<file path="config.mk">
export PLATFORM = sky130hd
export DESIGN_NAME = tdm_demux16_flat
export DESIGN_NICKNAME = d
export VERILOG_FILES = /design/src/rtl/tdm_demux16_if.sv /design/src/rtl/tdm_demux16.sv /design/src/flat_wrapper.sv
export SDC_FILE = /design/constraint.sdc
export NUM_CORES = 1
export LEC_CHECK = 0
export ABC_AREA = 1
export BUFFER_PORTS_ARGS = -buffer_cell sky130_fd_sc_hd__buf_2
export CORE_MARGIN = 4
export CORE_UTILIZATION = 45
export DETAILED_ROUTE_END_ITERATION = 10
export PLACE_DENSITY = 0.7
export SYNTH_ARGS = -nofsm -noshare
export SYNTH_HDL_FRONTEND = slang
export SYNTH_SLANG_ARGS = --single-unit
</file>
<file path="constraint.sdc">
create_clock -name clk -period 4.4 [get_ports clk]
set_input_delay 0.22 -clock clk [delete_from_list [all_inputs] [get_ports clk]]
set_output_delay 0.22 -clock clk [all_outputs]
set_load 0.03 [all_outputs]
</file>
<file path="src/rtl/tdm_demux16_if.sv">
// Serial beat stream feeding the 16-channel TDM demultiplexer.
// The master drives one W-bit beat per slot; sync marks slot 0.
// There is no backpressure, so the stream carries no ready signal.
interface tdm_demux16_if #(
    parameter int W = 4
);
    logic [W-1:0] din;
    logic         din_valid;
    logic         sync;

    modport master (
        output din,
        output din_valid,
        output sync
    );

    modport slave (
        input din,
        input din_valid,
        input sync
    );
endinterface

</file>
<file path="src/rtl/tdm_demux16.sv">
// tdm_demux16: 1-to-16 time-division demultiplexer for W-bit channels.
// Beats arriving on the slave stream are steered into 16 live channel
// registers under control of a slot counter and a HUNT/RUN FSM.  When the
// slot-15 beat is written, a frame-coherent copy of all channels is
// published on frame_data together with a one-cycle frame_done pulse.
//
// Optional build macro TDM_DEMUX_SYNC_CHECK_EN adds a sync_err output and
// makes a missing sync at slot 0 drop the beat and fall back to HUNT.
// Without the macro, a missing sync at slot 0 is accepted as channel 0.
module tdm_demux16 #(
    parameter int W = 4
) (
    input  logic            clk,
    input  logic            rst_n,
    tdm_demux16_if.slave    bus,
    output logic [16*W-1:0] ch_data,
    output logic [15:0]     ch_strobe,
    output logic [16*W-1:0] frame_data,
    output logic            frame_done,
    output logic [3:0]      slot,
    output logic            locked
`ifdef TDM_DEMUX_SYNC_CHECK_EN
    ,
    output logic            sync_err
`endif
);

    typedef enum logic {
        HUNT = 1'b0,
        RUN  = 1'b1
    } state_t;

    state_t     state;
    state_t     state_nxt;

    // Per-beat actions decoded from the current state and input stream.
    logic       wr_en;      // write din into channel wr_idx this edge
    logic [3:0] wr_idx;     // channel selected for the write
    logic [3:0] slot_nxt;   // slot counter value after this edge
    logic       frame_end;  // this write completes a frame (slot 15)
    logic       miss;       // unsynced beat at slot 0 while in RUN, dropped
`ifdef TDM_DEMUX_SYNC_CHECK_EN
    logic       err;        // sync arrived out of place, or was missing
`endif

    // FSM state register; reset returns the receiver to hunting for sync.
    always_ff @(posedge clk) begin
        if (!rst_n) begin
            state <= HUNT;
        end else begin
            state <= state_nxt;
        end
    end

    // FSM next state: lock on the first synced beat, and when sync
    // checking is built in, lose lock on a missing slot-0 marker.
    always_comb begin
        state_nxt = state;
        case (state)
            HUNT: begin
                if (bus.din_valid && bus.sync) begin
                    state_nxt = RUN;
                end
            end
            RUN: begin
`ifdef TDM_DEMUX_SYNC_CHECK_EN
                if (bus.din_valid && !bus.sync && (slot == 4'd0)) begin
                    state_nxt = HUNT;
                end
`endif
            end
            default: state_nxt = HUNT;
        endcase
    end

    // FSM outputs: decode which channel (if any) this beat lands in and
    // where the slot counter goes next.  A synced beat always realigns to
    // channel 0, abandoning any partial frame without touching frame_data.
    always_comb begin
        wr_en     = 1'b0;
        wr_idx    = 4'd0;
        slot_nxt  = slot;
        frame_end = 1'b0;
        miss      = 1'b0;
`ifdef TDM_DEMUX_SYNC_CHECK_EN
        err       = 1'b0;
`endif
        if (bus.din_valid) begin
            if (bus.sync) begin
                wr_en    = 1'b1;
                wr_idx   = 4'd0;
                slot_nxt = 4'd1;
`ifdef TDM_DEMUX_SYNC_CHECK_EN
                err      = (state == RUN) && (slot != 4'd0);
`endif
            end else if (state == RUN) begin
`ifdef TDM_DEMUX_SYNC_CHECK_EN
                miss = (slot == 4'd0);
                err  = miss;
`endif
                if (!miss) begin
                    wr_en     = 1'b1;
                    wr_idx    = slot;
                    slot_nxt  = slot + 4'd1;
                    frame_end = (slot == 4'd15);
                end
            end
        end
    end

    assign locked = (state == RUN);

    // Channel registers, strobes, slot counter and frame snapshot.  The
    // snapshot takes the incoming slot-15 beat directly from the stream so
    // that it is coherent with the live registers in the same edge.
    always_ff @(posedge clk) begin
        if (!rst_n) begin
            ch_data    <= '0;
            ch_strobe  <= '0;
            frame_data <= '0;
            frame_done <= 1'b0;
            slot       <= 4'd0;
        end else begin
            ch_strobe  <= wr_en ? (16'd1 << wr_idx) : 16'd0;
            frame_done <= frame_end;
            slot       <= slot_nxt;
            if (wr_en) begin
                ch_data[wr_idx*W +: W] <= bus.din;
            end
            if (frame_end) begin
                frame_data <= {bus.din, ch_data[15*W-1:0]};
            end
        end
    end

`ifdef TDM_DEMUX_SYNC_CHECK_EN
    // One-cycle alignment error flag, aligned with the strobe outputs.
    always_ff @(posedge clk) begin
        if (!rst_n) begin
            sync_err <= 1'b0;
        end else begin
            sync_err <= err;
        end
    end
`endif

endmodule

</file>
<file path="src/flat_wrapper.sv">
// flat-port wrapper written by rule: the top's interface ports become plain ports
module tdm_demux16_flat 
#(
    parameter int W = 4
)
  (clk, rst_n, ch_data, ch_strobe, frame_data, frame_done, slot, locked, bus_din, bus_din_valid, bus_sync);
  tdm_demux16_if #(.W(W)) bus_i ();
  input  logic clk;
  input  logic rst_n;
  output logic [16*W-1:0] ch_data;
  output logic [15:0] ch_strobe;
  output logic [16*W-1:0] frame_data;
  output logic frame_done;
  output logic [3:0] slot;
  output logic locked;
  input wire logic [$bits(bus_i.din)-1:0] bus_din;
  input wire logic [$bits(bus_i.din_valid)-1:0] bus_din_valid;
  input wire logic [$bits(bus_i.sync)-1:0] bus_sync;
  assign bus_i.din = bus_din;
  assign bus_i.din_valid = bus_din_valid;
  assign bus_i.sync = bus_sync;
  tdm_demux16 #(.W(W)) u_core (.clk(clk), .rst_n(rst_n), .bus(bus_i), .ch_data(ch_data), .ch_strobe(ch_strobe), .frame_data(frame_data), .frame_done(frame_done), .slot(slot), .locked(locked));
endmodule
</file>
==> results of run 1 <==
[Yosys cell counts (all sizes together)]
cell type | number | area share
a21oi | 106 | 0.087
nor3 | 24 | 0.021
nand3 | 97 | 0.095
nor4 | 2 | 0.0021
buf | 17 | 0.015
o2111ai | 1 | 0.0014
nor3b | 4 | 0.0066
nand4 | 11 | 0.015
clkinv | 2 | 0.0014
xor2 | 1 | 0.0014
a211oi | 2 | 0.0025
nor2 | 88 | 0.061
nand2 | 157 | 0.098
ha | 8 | 0.016
inv | 74 | 0.046
a21o | 1 | 0.0012
clkbuf | 25 | 0.016
o21ai | 26 | 0.021
dfxtp | 150 | 0.49
[final cells by class]
cell class                 instances  share of cell area
sequential                       150               0.395
multi-input combinational        528               0.345
timing repair buffer             163               0.109
clock buffer                      22              0.0638
inverter                          76              0.0377
tap                              176              0.0290
clock inverter                     8              0.0193
[how the worst max path moves through the flow]
stage | cells after the start | start | to | slack, ns
floorplan | 11 | u_core.locked$_SDFF_PN0_ | u_core.ch_data[0]$_SDFFE_PN0P_ | 1.81
global placement | 12 | bus_sync | u_core.ch_data[52]$_SDFFE_PN0P_ | 1.22
detailed placement | 12 | bus_sync | u_core.ch_data[52]$_SDFFE_PN0P_ | 1.15
CTS | 10 | u_core.slot[2]$_SDFFE_PN0P_ | u_core.ch_data[52]$_SDFFE_PN0P_ | 1.17
global route | 10 | u_core.slot[2]$_SDFFE_PN0P_ | u_core.ch_data[54]$_SDFFE_PN0P_ | 0.74
finish | 10 | u_core.slot[2]$_SDFFE_PN0P_ | u_core.ch_data[52]$_SDFFE_PN0P_ | 1.10
[sequential cells by signal, indices dropped and copies added, names as in the netlist]
signal / count
u_core.frame_data: 64
u_core.locked: 1
u_core.slot: 4
u_core.frame_done: 1
u_core.ch_strobe: 16
u_core.ch_data: 64
[cell usage in the layout, fill, tap and decap left out, types with 3 or more instances in the layout]
cell,count
nand3_1,87
nand2_1,153
nand4_1,9
nand3_2,4
o21ai_1,4
clkbuf_8,4
clkinv_2,3
bufinv_16,4
buf_4,6
inv_1,68
dfxtp_1,150
inv_2,6
o21ai_0,22
nor2_2,5
nand2_2,4
buf_2,157
clkbuf_16,17
nand3_4,6
a21oi_1,106
nor2_1,80
ha_1,8
nor3_1,23
[where the power goes]
| group | internal (mW) | leakage, nW | switching (mW) | total, mW |
|---|---|---|---|---|
| registers | 1.36 | 1.21 | 0.00600 | 1.37 |
| clock network | 1.00 | 0.308 | 0.544 | 1.55 |
| logic | 0.0169 | 1.90 | 0.0659 | 0.0828 |
[worst max-delay path: cells and delay by family (launching register included)]
kind | cells | cell delay, ns
buf+inv | 3 | 1.17
simple gates | 5 | 0.97
fa+ha+maj | 1 | 0.45
flops | 1 | 0.35
compound gates | 1 | 0.22
[per-stage QoR]
| stage | power, mW | hold slack, ns | setup WS, ns | util |
|---|---|---|---|---|
| final | 3.00 | 0.102 | 1.10 | 0.573 |
| after global routing | 3.08 | 0.116 | 0.741 | 0.573 |
| after CTS | 3.02 | 0.0922 | 1.17 | 0.573 |
| after detailed placement | 1.48 | 0.449 | 1.15 | 0.526 |
| after global placement | 1.48 | 0.446 | 1.22 | 0.526 |
| after floorplan | 1.45 | 0.385 | 1.81 | - |
[cells by family (layout without fill, tap and decap cells)]
logic type,count (synthesis),in the layout,share of synthesized area
simple gates,383,383,0.298
compound gates,136,136,0.113
fa+ha+maj,8,8,0.0164
flops,150,150,0.492
buf+inv,118,269,0.0782
xor+xnor,1,1,0.00144
[routing by layer]
layer,GRT usage,wire [um]
met4,0.0735,293
met3,0.0570,1140
met2,0.324,7550
met1,0.292,7840
met5,0,0
==> out/results.txt, run 1 <==
Vias in the first global route: 5159
Initial Utilization: 0.461
Post-CTS resize count: 0
Area Growth Syn to Fin: 24.5%
Initial antenna violation count: 0
Sequential standard cell area: 3000 sq um
Mean Syn Cell Area: 7.66 sq um
FMAX: 303 MHz
Crit path DAT: 3.58 ns
PortBufs: 157
Worst-path cell chain: nand4_2 > clkinv_1 > nor3_1 > ha_1 > inv_1 > nand3_4 > inv_1 > nand3_2 > a21oi_1 > nor3b_2
Leak: 3.41 nW
RR Endpoint: u_core.ch_data[52]$_SDFFE_PN0P_
Worst hold path class: input port to register
Period utilisation layout: 0.750
Antenna diode count: 0
1st-pass router iterations: 7
Setup_tns: 0 ns
Synth warn: 0
Seq/Total Area, Yosys: 0.492
Run status: finished, final reports clean
Post-synthesis cell type count: 34
# nets final: 952
Fin area: 7590 sq um
Hold Path End: u_core.frame_data[62]$_SDFFE_PN0P_
Clock Skews: 0.00622 ns
Kind of critical path: register to register
Largest net degree at the start of global routing: 66
Critical Path RT: 4.68 ns
First-pass GRT wire length: 27.1 mm
Clk slew on worst S/H paths: 0.06 ns
Final Max Tran Viols: 0
R2R cell count: 10
Syn Inst Count: 796
Layout cell share with drive strength beyond 1: 0.239
Iteration-0 DRC Markers: 334
DR vias: 5673
Slew headroom: 0.522
Hold Crit Depth: 3
GRT Total Usage: 0.213
CP most frequent cell: inv_1
Total gr overflow: 0
Post-Syn Nets: 812
Worst hold start: bus_din[2]
Inst Count DP: 1093
Full die area: 15500 sq um
H-tree depth: 4
PD cells: 395 nW/um^2
Residual DRC: 0
Routability cong.: 0.912
Fillers: 1279
WL/cell: 15.0 um
CTS Buf Count: 17
Number of synthesized register bits: 150
Final Non-Filler Cells: 1123
Final ANT Viol Nets: 0
Mapped Area: 6100 sq um
CP Launch Type: register
MaxCap Viol Count: 0
Top-level I/O count: 158
CP max stage delay: 0.53 ns
Die Width: 124 um
CTS root buf: clkbuf_16
Die H: 124 um
Worst setup EP type: register
Final Critical Period: 3.30 ns
Core area: 13200 sq um
Endpoints failing setup: 0
Worst R2R Start: u_core.slot[2]$_SDFFE_PN0P_
Total Wirelength: 16.8 mm
Worst skew pair latency: 0.42 ns
Max Root-Sink Buffers: 2
Vias/cell: 5.05
# rows: 42
Worst-case vdd ir drop: 0.240 mV
CP max stage cell: inv_1
Crit-path max FO: 16
Hold Buf Count CTS: 0
Placed wire-length estimate: 11.5 mm
Setup Fix Bufs, Post-CTS: 0
Area of the multi-input gates: 2620 sq um
Worst Max-Slew Pin Slew: 0.717 ns
Placement Cell Area: 6960 sq um
CTS Sinks: 150
CTS tree: built
Hold Vio Cnt, Final: 0
R2R setup slack: 1.10 ns
RSZ-0062 raised after global routing: no
Note: power is estimated with default switching activity, not from simulation.
==> inputs of run 2 (changes only) <==
==> constraint.sdc (replaced) <==
create_clock -name clk -period 3.25 [get_ports clk]
set_input_delay 0.1625 -clock clk [delete_from_list [all_inputs] [get_ports clk]]
set_output_delay 0.1625 -clock clk [all_outputs]
set_load 0.03 [all_outputs]
==> run 2 against run 1 <==
  * Total power increased by 33%
  * Via count increased by 0.88%
  * Clock skew increased by 0.0033 ns
  * Count of clock-buffer cells in the layout decreased by 4
  * Critical endpoint is now u_core.ch_data[55]$_SDFFE_PN0P_
  * Largest cell class unchanged
  * Highest routed layer unchanged
==> out/results.txt, run 2 (same netlist as run 1, synthesis figures left out) <==
Run status: finished, final reports clean
# nets final: 956
Leak: 3.42 nW
Pint: 3.10 mW
P_sw: 0.886 mW
Core area: 13200 sq um
Die H: 124 um
RR Endpoint: u_core.ch_data[55]$_SDFFE_PN0P_
Die Width: 124 um
CP Launch Type: register
Initial antenna violation count: 0
CP max stage delay: 0.51 ns
MaxCap Viol Count: 0
DR vias: 5723
Crit-path max FO: 15
1st-pass router iterations: 5
Total Wirelength: 16.6 mm
CP delay by family, top: buffers and inverters
Final Max Tran Viols: 0
Post-CTS resize count: 0
Slew headroom: 0.542
Final ANT Viol Nets: 0
Routability cong.: 0.915
Max Root-Sink Buffers: 2
FMAX: 345 MHz
Top-level I/O count: 158
WL/cell: 14.7 um
Setup_tns: 0 ns
Pwr Total: 3.99 mW
Hold Slack: 0.0482 ns
Largest net degree at the start of global routing: 66
Endpoints failing setup: 0
R2R cell count: 12
Worst hold start: bus_din[2]
Worst setup EP type: register
PortBufs: 157
CTS Buf Count: 17
Worst R2R Start: u_core.locked$_SDFF_PN0_
CTS Sinks: 150
Hold Vio Cnt, Final: 0
Biggest regs: u_core.ch_data: 64 flops, u_core.frame_data: 64 flops, u_core.ch_strobe: 16 flops
Hold Path End: u_core.ch_data[2]$_SDFFE_PN0P_
Layout cell share with drive strength beyond 1: 0.246
GRT Total Usage: 0.214
Post-Place Worst Slack: 0.345 ns
Placement Cell Area: 7010 sq um
Worst skew pair latency: 0.42 ns
Hold Buf Count CTS: 0
Antenna diode count: 0
Total gr overflow: 0
Vias in the first global route: 5335
Fin area: 7620 sq um
Clock group share of total power: 0.507
# rows: 42
Final Critical Period: 2.90 ns
RSZ-0062 raised after global routing: no
Critical Path RT: 3.55 ns
H-tree depth: 4
Worst-case vdd ir drop: 0.304 mV
Initial Utilization: 0.461
Worst-path cell chain: nand2_2 > clkinv_2 > nand3_4 > inv_1 > nor3_1 > ha_1 > inv_1 > nand3_4 > inv_1 > nand3_2 > a21oi_1 > nor3b_2
Iteration-0 DRC Markers: 425
Clk slew on worst S/H paths: 0.06 ns
PD cells: 524 nW/um^2
Crit path DAT: 3.20 ns
Worst hold path class: input port to register
Hold Crit Depth: 3
CTS tree: built
Min setup slack post-route: 0.347 ns
Final Non-Filler Cells: 1129
CP max stage cell: ha_1
Switching Share: 0.222
Most common cell after layout, fill and taps aside: buf_2
Vias/cell: 5.07
Worst Max-Slew Pin Slew: 0.688 ns
CP most frequent cell: inv_1
Period utilisation layout: 0.893
Kind of critical path: register to register
Commonest cells after routing, fill and taps aside: buf_2, nand2_1, dfxtp_1
Comb pwr share: 0.029
CTS root buf: clkbuf_16
WP buf/inv: 4
R2R setup slack: 0.35 ns
Inst Count DP: 1097
Residual DRC: 0
Post-layout util: 0.575
Setup Fix Bufs, Post-CTS: 0
Sequential fraction of design power: 0.465
Full die area: 15500 sq um
Area Growth Syn to Fin: 24.9%
First-pass GRT wire length: 27.3 mm
Placed wire-length estimate: 11.5 mm
Clock Skews: 0.00952 ns
[run 2: cell count changes in the layout (fill, tap and decap cells not counted), sizes merged]
cell / before / now
bufinv: 4 / 3
clkinvlp: 1 / 3
inv: 74 / 78
clkinv: 5 / 6
clkbuf: 22 / 18
buf: 163 / 167
[run 2: final cells by class]
class                           instances  area [sq um]
Clock buffer                           18           439
Clock inverter                         14           171
Fill cell                            1275          5620
Inverter                               76           287
Multi-Input combinational cell        528          2630
Sequential cell                       150          3000
Tap cell                              176           220
Timing Repair Buffer                  167           873
[run 2: worst max path at each step]
stage                             start                               to  slack [ns]  cells after the start
2_1_floorplan  u_core.locked$_SDFF_PN0_   u_core.ch_data[0]$_SDFFE_PN0P_        0.66                     11
3_3_place_gp   u_core.locked$_SDFF_PN0_   u_core.ch_data[3]$_SDFFE_PN0P_        0.47                     12
3_5_place_dp   u_core.locked$_SDFF_PN0_   u_core.ch_data[3]$_SDFFE_PN0P_        0.35                     12
4_1_cts        u_core.locked$_SDFF_PN0_   u_core.ch_data[3]$_SDFFE_PN0P_        0.29                     12
5_1_grt        u_core.locked$_SDFF_PN0_   u_core.ch_data[3]$_SDFFE_PN0P_        0.05                     12
6_report       u_core.locked$_SDFF_PN0_  u_core.ch_data[55]$_SDFFE_PN0P_        0.35                     12
[run 2: layer usage]
layer	track usage	wire length [um]
met1	0.293	7920
met2	0.326	7350
met3	0.0515	986
met4	0.0838	368
met5	0	0
[run 2: tightest hold or removal path: cells and delay by family]
kind            cells  cell delay (ns)
compound gates      1             0.05
buf+inv             1             0.12
simple gates        1             0.10
[run 2: power by group through the flow]
stage                     Sequential, mW  Combinational [mW]  Clock [mW]
after floorplan                     1.91              0.0600           0
after global placement              1.90               0.112           0
after detailed placement            1.90               0.113           0
after CTS                           1.85               0.113        2.05
after global routing                1.86               0.124        2.12
final                               1.86               0.114        2.02
==> inputs of run 3 (changes only) <==
--- a/config.mk
+++ b/config.mk
@@ -11,6 +11,7 @@
 export CORE_UTILIZATION = 45
 export DETAILED_ROUTE_END_ITERATION = 10
 export PLACE_DENSITY = 0.7
+export REMOVE_ABC_BUFFERS = 1
 export SYNTH_ARGS = -nofsm -noshare
 export SYNTH_HDL_FRONTEND = slang
 export SYNTH_SLANG_ARGS = --single-unit
==> run 3 against run 2 <==
  * Critical endpoint is now u_core.ch_data[0]$_SDFFE_PN0P_
  * Utilization fell by 0.47 points
  * Largest cell class unchanged
  * Sequential cell count did not move
  * Via count fell by 0.49%
  * Design area fell by 0.82%
  * Count of clock-buffer cells in the layout did not move
  * Combinational power fell by 4%
  * Register-to-register slack improved by 0.14 ns
  * Critical path depth fell by 1
==> out/results.txt, run 3 (same netlist as run 1, synthesis figures left out) <==
Run status: finished, final reports clean
1st-pass router iterations: 5
CTS Sinks: 150
Vias/cell: 5.04
RSZ-0062 raised after global routing: no
Final Max Tran Viols: 0
Layout cell share with drive strength beyond 1: 0.245
Biggest regs: u_core.ch_data: 64 flops, u_core.frame_data: 64 flops, u_core.ch_strobe: 16 flops
Sequential standard cell area: 3000 sq um
Top-level I/O count: 158
Worst hold path class: input port to register
Post-CTS resize count: 0
H-tree depth: 4
Worst-path cell chain: nand2_2 > clkinv_2 > nand3_1 > ha_1 > ha_1 > nor2_1 > nand2_1 > nor2_1 > nand4_1 > o21ai_0 > a21oi_1
Slew headroom: 0.429
GRT Total Usage: 0.210
R2R setup slack: 0.49 ns
CP max stage cell: dfxtp_1
# nets final: 958
Largest net degree at the start of global routing: 66
First-pass GRT wire length: 26.7 mm
Crit-path max FO: 8
Critical Path RT: 3.55 ns
Clk slew on worst S/H paths: 0.06 ns
CP max stage delay: 0.41 ns
Crit path DAT: 3.06 ns
Hold Buf Count CTS: 0
Area Growth Syn to Fin: 23.9%
Area of the multi-input gates: 2620 sq um
Max Root-Sink Buffers: 2
Final Critical Period: 2.76 ns
Commonest cells after routing, fill and taps aside: buf_2, nand2_1, dfxtp_1
Total Wirelength: 16.3 mm
# rows: 42
Total gr overflow: 0
Routability cong.: 0.856
MaxCap Viol Count: 0
Antenna diode count: 0
Vias in the first global route: 5285
CTS root buf: clkbuf_16
Initial Utilization: 0.461
Final ANT Viol Nets: 0
PD cells: 502 nW/um^2
DR vias: 5695
Hold Vio Cnt, Final: 0
Initial antenna violation count: 0
CP delay by family, top: simple AND/OR/NAND/NOR gates
Worst setup EP type: register
Period utilisation layout: 0.850
Residual DRC: 0
Pwr Total: 3.80 mW
Leak: 3.39 nW
Worst skew pair latency: 0.42 ns
Die H: 124 um
PortBufs: 157
Setup Fix Bufs, Post-CTS: 0
CTS tree: built
Worst Max-Slew Pin Slew: 0.855 ns
Most common cell after layout, fill and taps aside: buf_2
Core area: 13200 sq um
FMAX: 362 MHz
CTS Buf Count: 17
Placed wire-length estimate: 11.2 mm
Clock Skews: 0.00752 ns
Hold Slack: 0.0583 ns
Iteration-0 DRC Markers: 294
WL/cell: 14.4 um
Worst-case vdd ir drop: 0.307 mV
Fillers: 1282
CP Launch Type: register
WP buf/inv: 1
Kind of critical path: register to register
Die Width: 124 um
Full die area: 15500 sq um
Endpoints failing setup: 0
-- run 3: path summary, 6_finish.rpt --
kind                                      startpoint  depth (start not counted)                                  to
setup reg to reg            u_core.locked$_SDFF_PN0_                         11      u_core.ch_data[0]$_SDFFE_PN0P_
hold reg to reg   u_core.frame_data[26]$_SDFFE_PN0P_                          2  u_core.frame_data[26]$_SDFFE_PN0P_
setup / recovery            u_core.locked$_SDFF_PN0_                         11      u_core.ch_data[0]$_SDFFE_PN0P_
hold / removal                            bus_din[2]                          3  u_core.frame_data[62]$_SDFFE_PN0P_
-- run 3: worst reg2reg max path, stage by stage (launching register included) --
cell and delay, ns:
dfxtp_1 0.41, nand2_2 0.12, clkinv_2 0.10, nand3_1 0.19, ha_1 0.31, ha_1 0.34
nor2_1 0.30, nand2_1 0.15, nor2_1 0.13, nand4_1 0.27, o21ai_0 0.26, a21oi_1 0.05
-- run 3: where the power goes --
group          total, mW  internal, mW  switching, mW
Clock               1.83          1.06          0.769
Combinational      0.110        0.0243         0.0861
Sequential          1.86          1.85         0.0101
Total               3.80          2.93          0.865
-- run 3: layout make-up --
cell class	count	share of cell area
tap	176	0.0291
clock inverter	13	0.0144
sequential	150	0.397
inverter	76	0.0379
timing repair buffer	169	0.116
clock buffer	18	0.0581
multi-input combinational	528	0.347
-- run 3: metal layers --
metal | vias to the layer above | wire length (um) | global-route usage
li1 | 2888 | - | -
met1 | 2617 | 7580 | 0.284
met2 | 169 | 7250 | 0.314
met3 | 21 | 1240 | 0.0712
met4 | 0 | 240 | 0.0677
met5 | - | 0 | 0
-- run 3: metrics by stage --
step / cell area, sq um / setup slack [ns] / util / setup TNS, ns / cells
after global routing: 7560 / 0.206 / 0.571 / 0 / 1130
final: 7560 / 0.488 / 0.571 / 0 / 1130
after global placement: 7010 / 0.667 / 0.529 / 0 / 1099
after CTS: 7560 / 0.512 / 0.571 / 0 / 1130
after detailed placement: 7010 / 0.533 / 0.529 / 0 / 1099
after floorplan: 5910 / -0.279 / - / -18.00 / 754
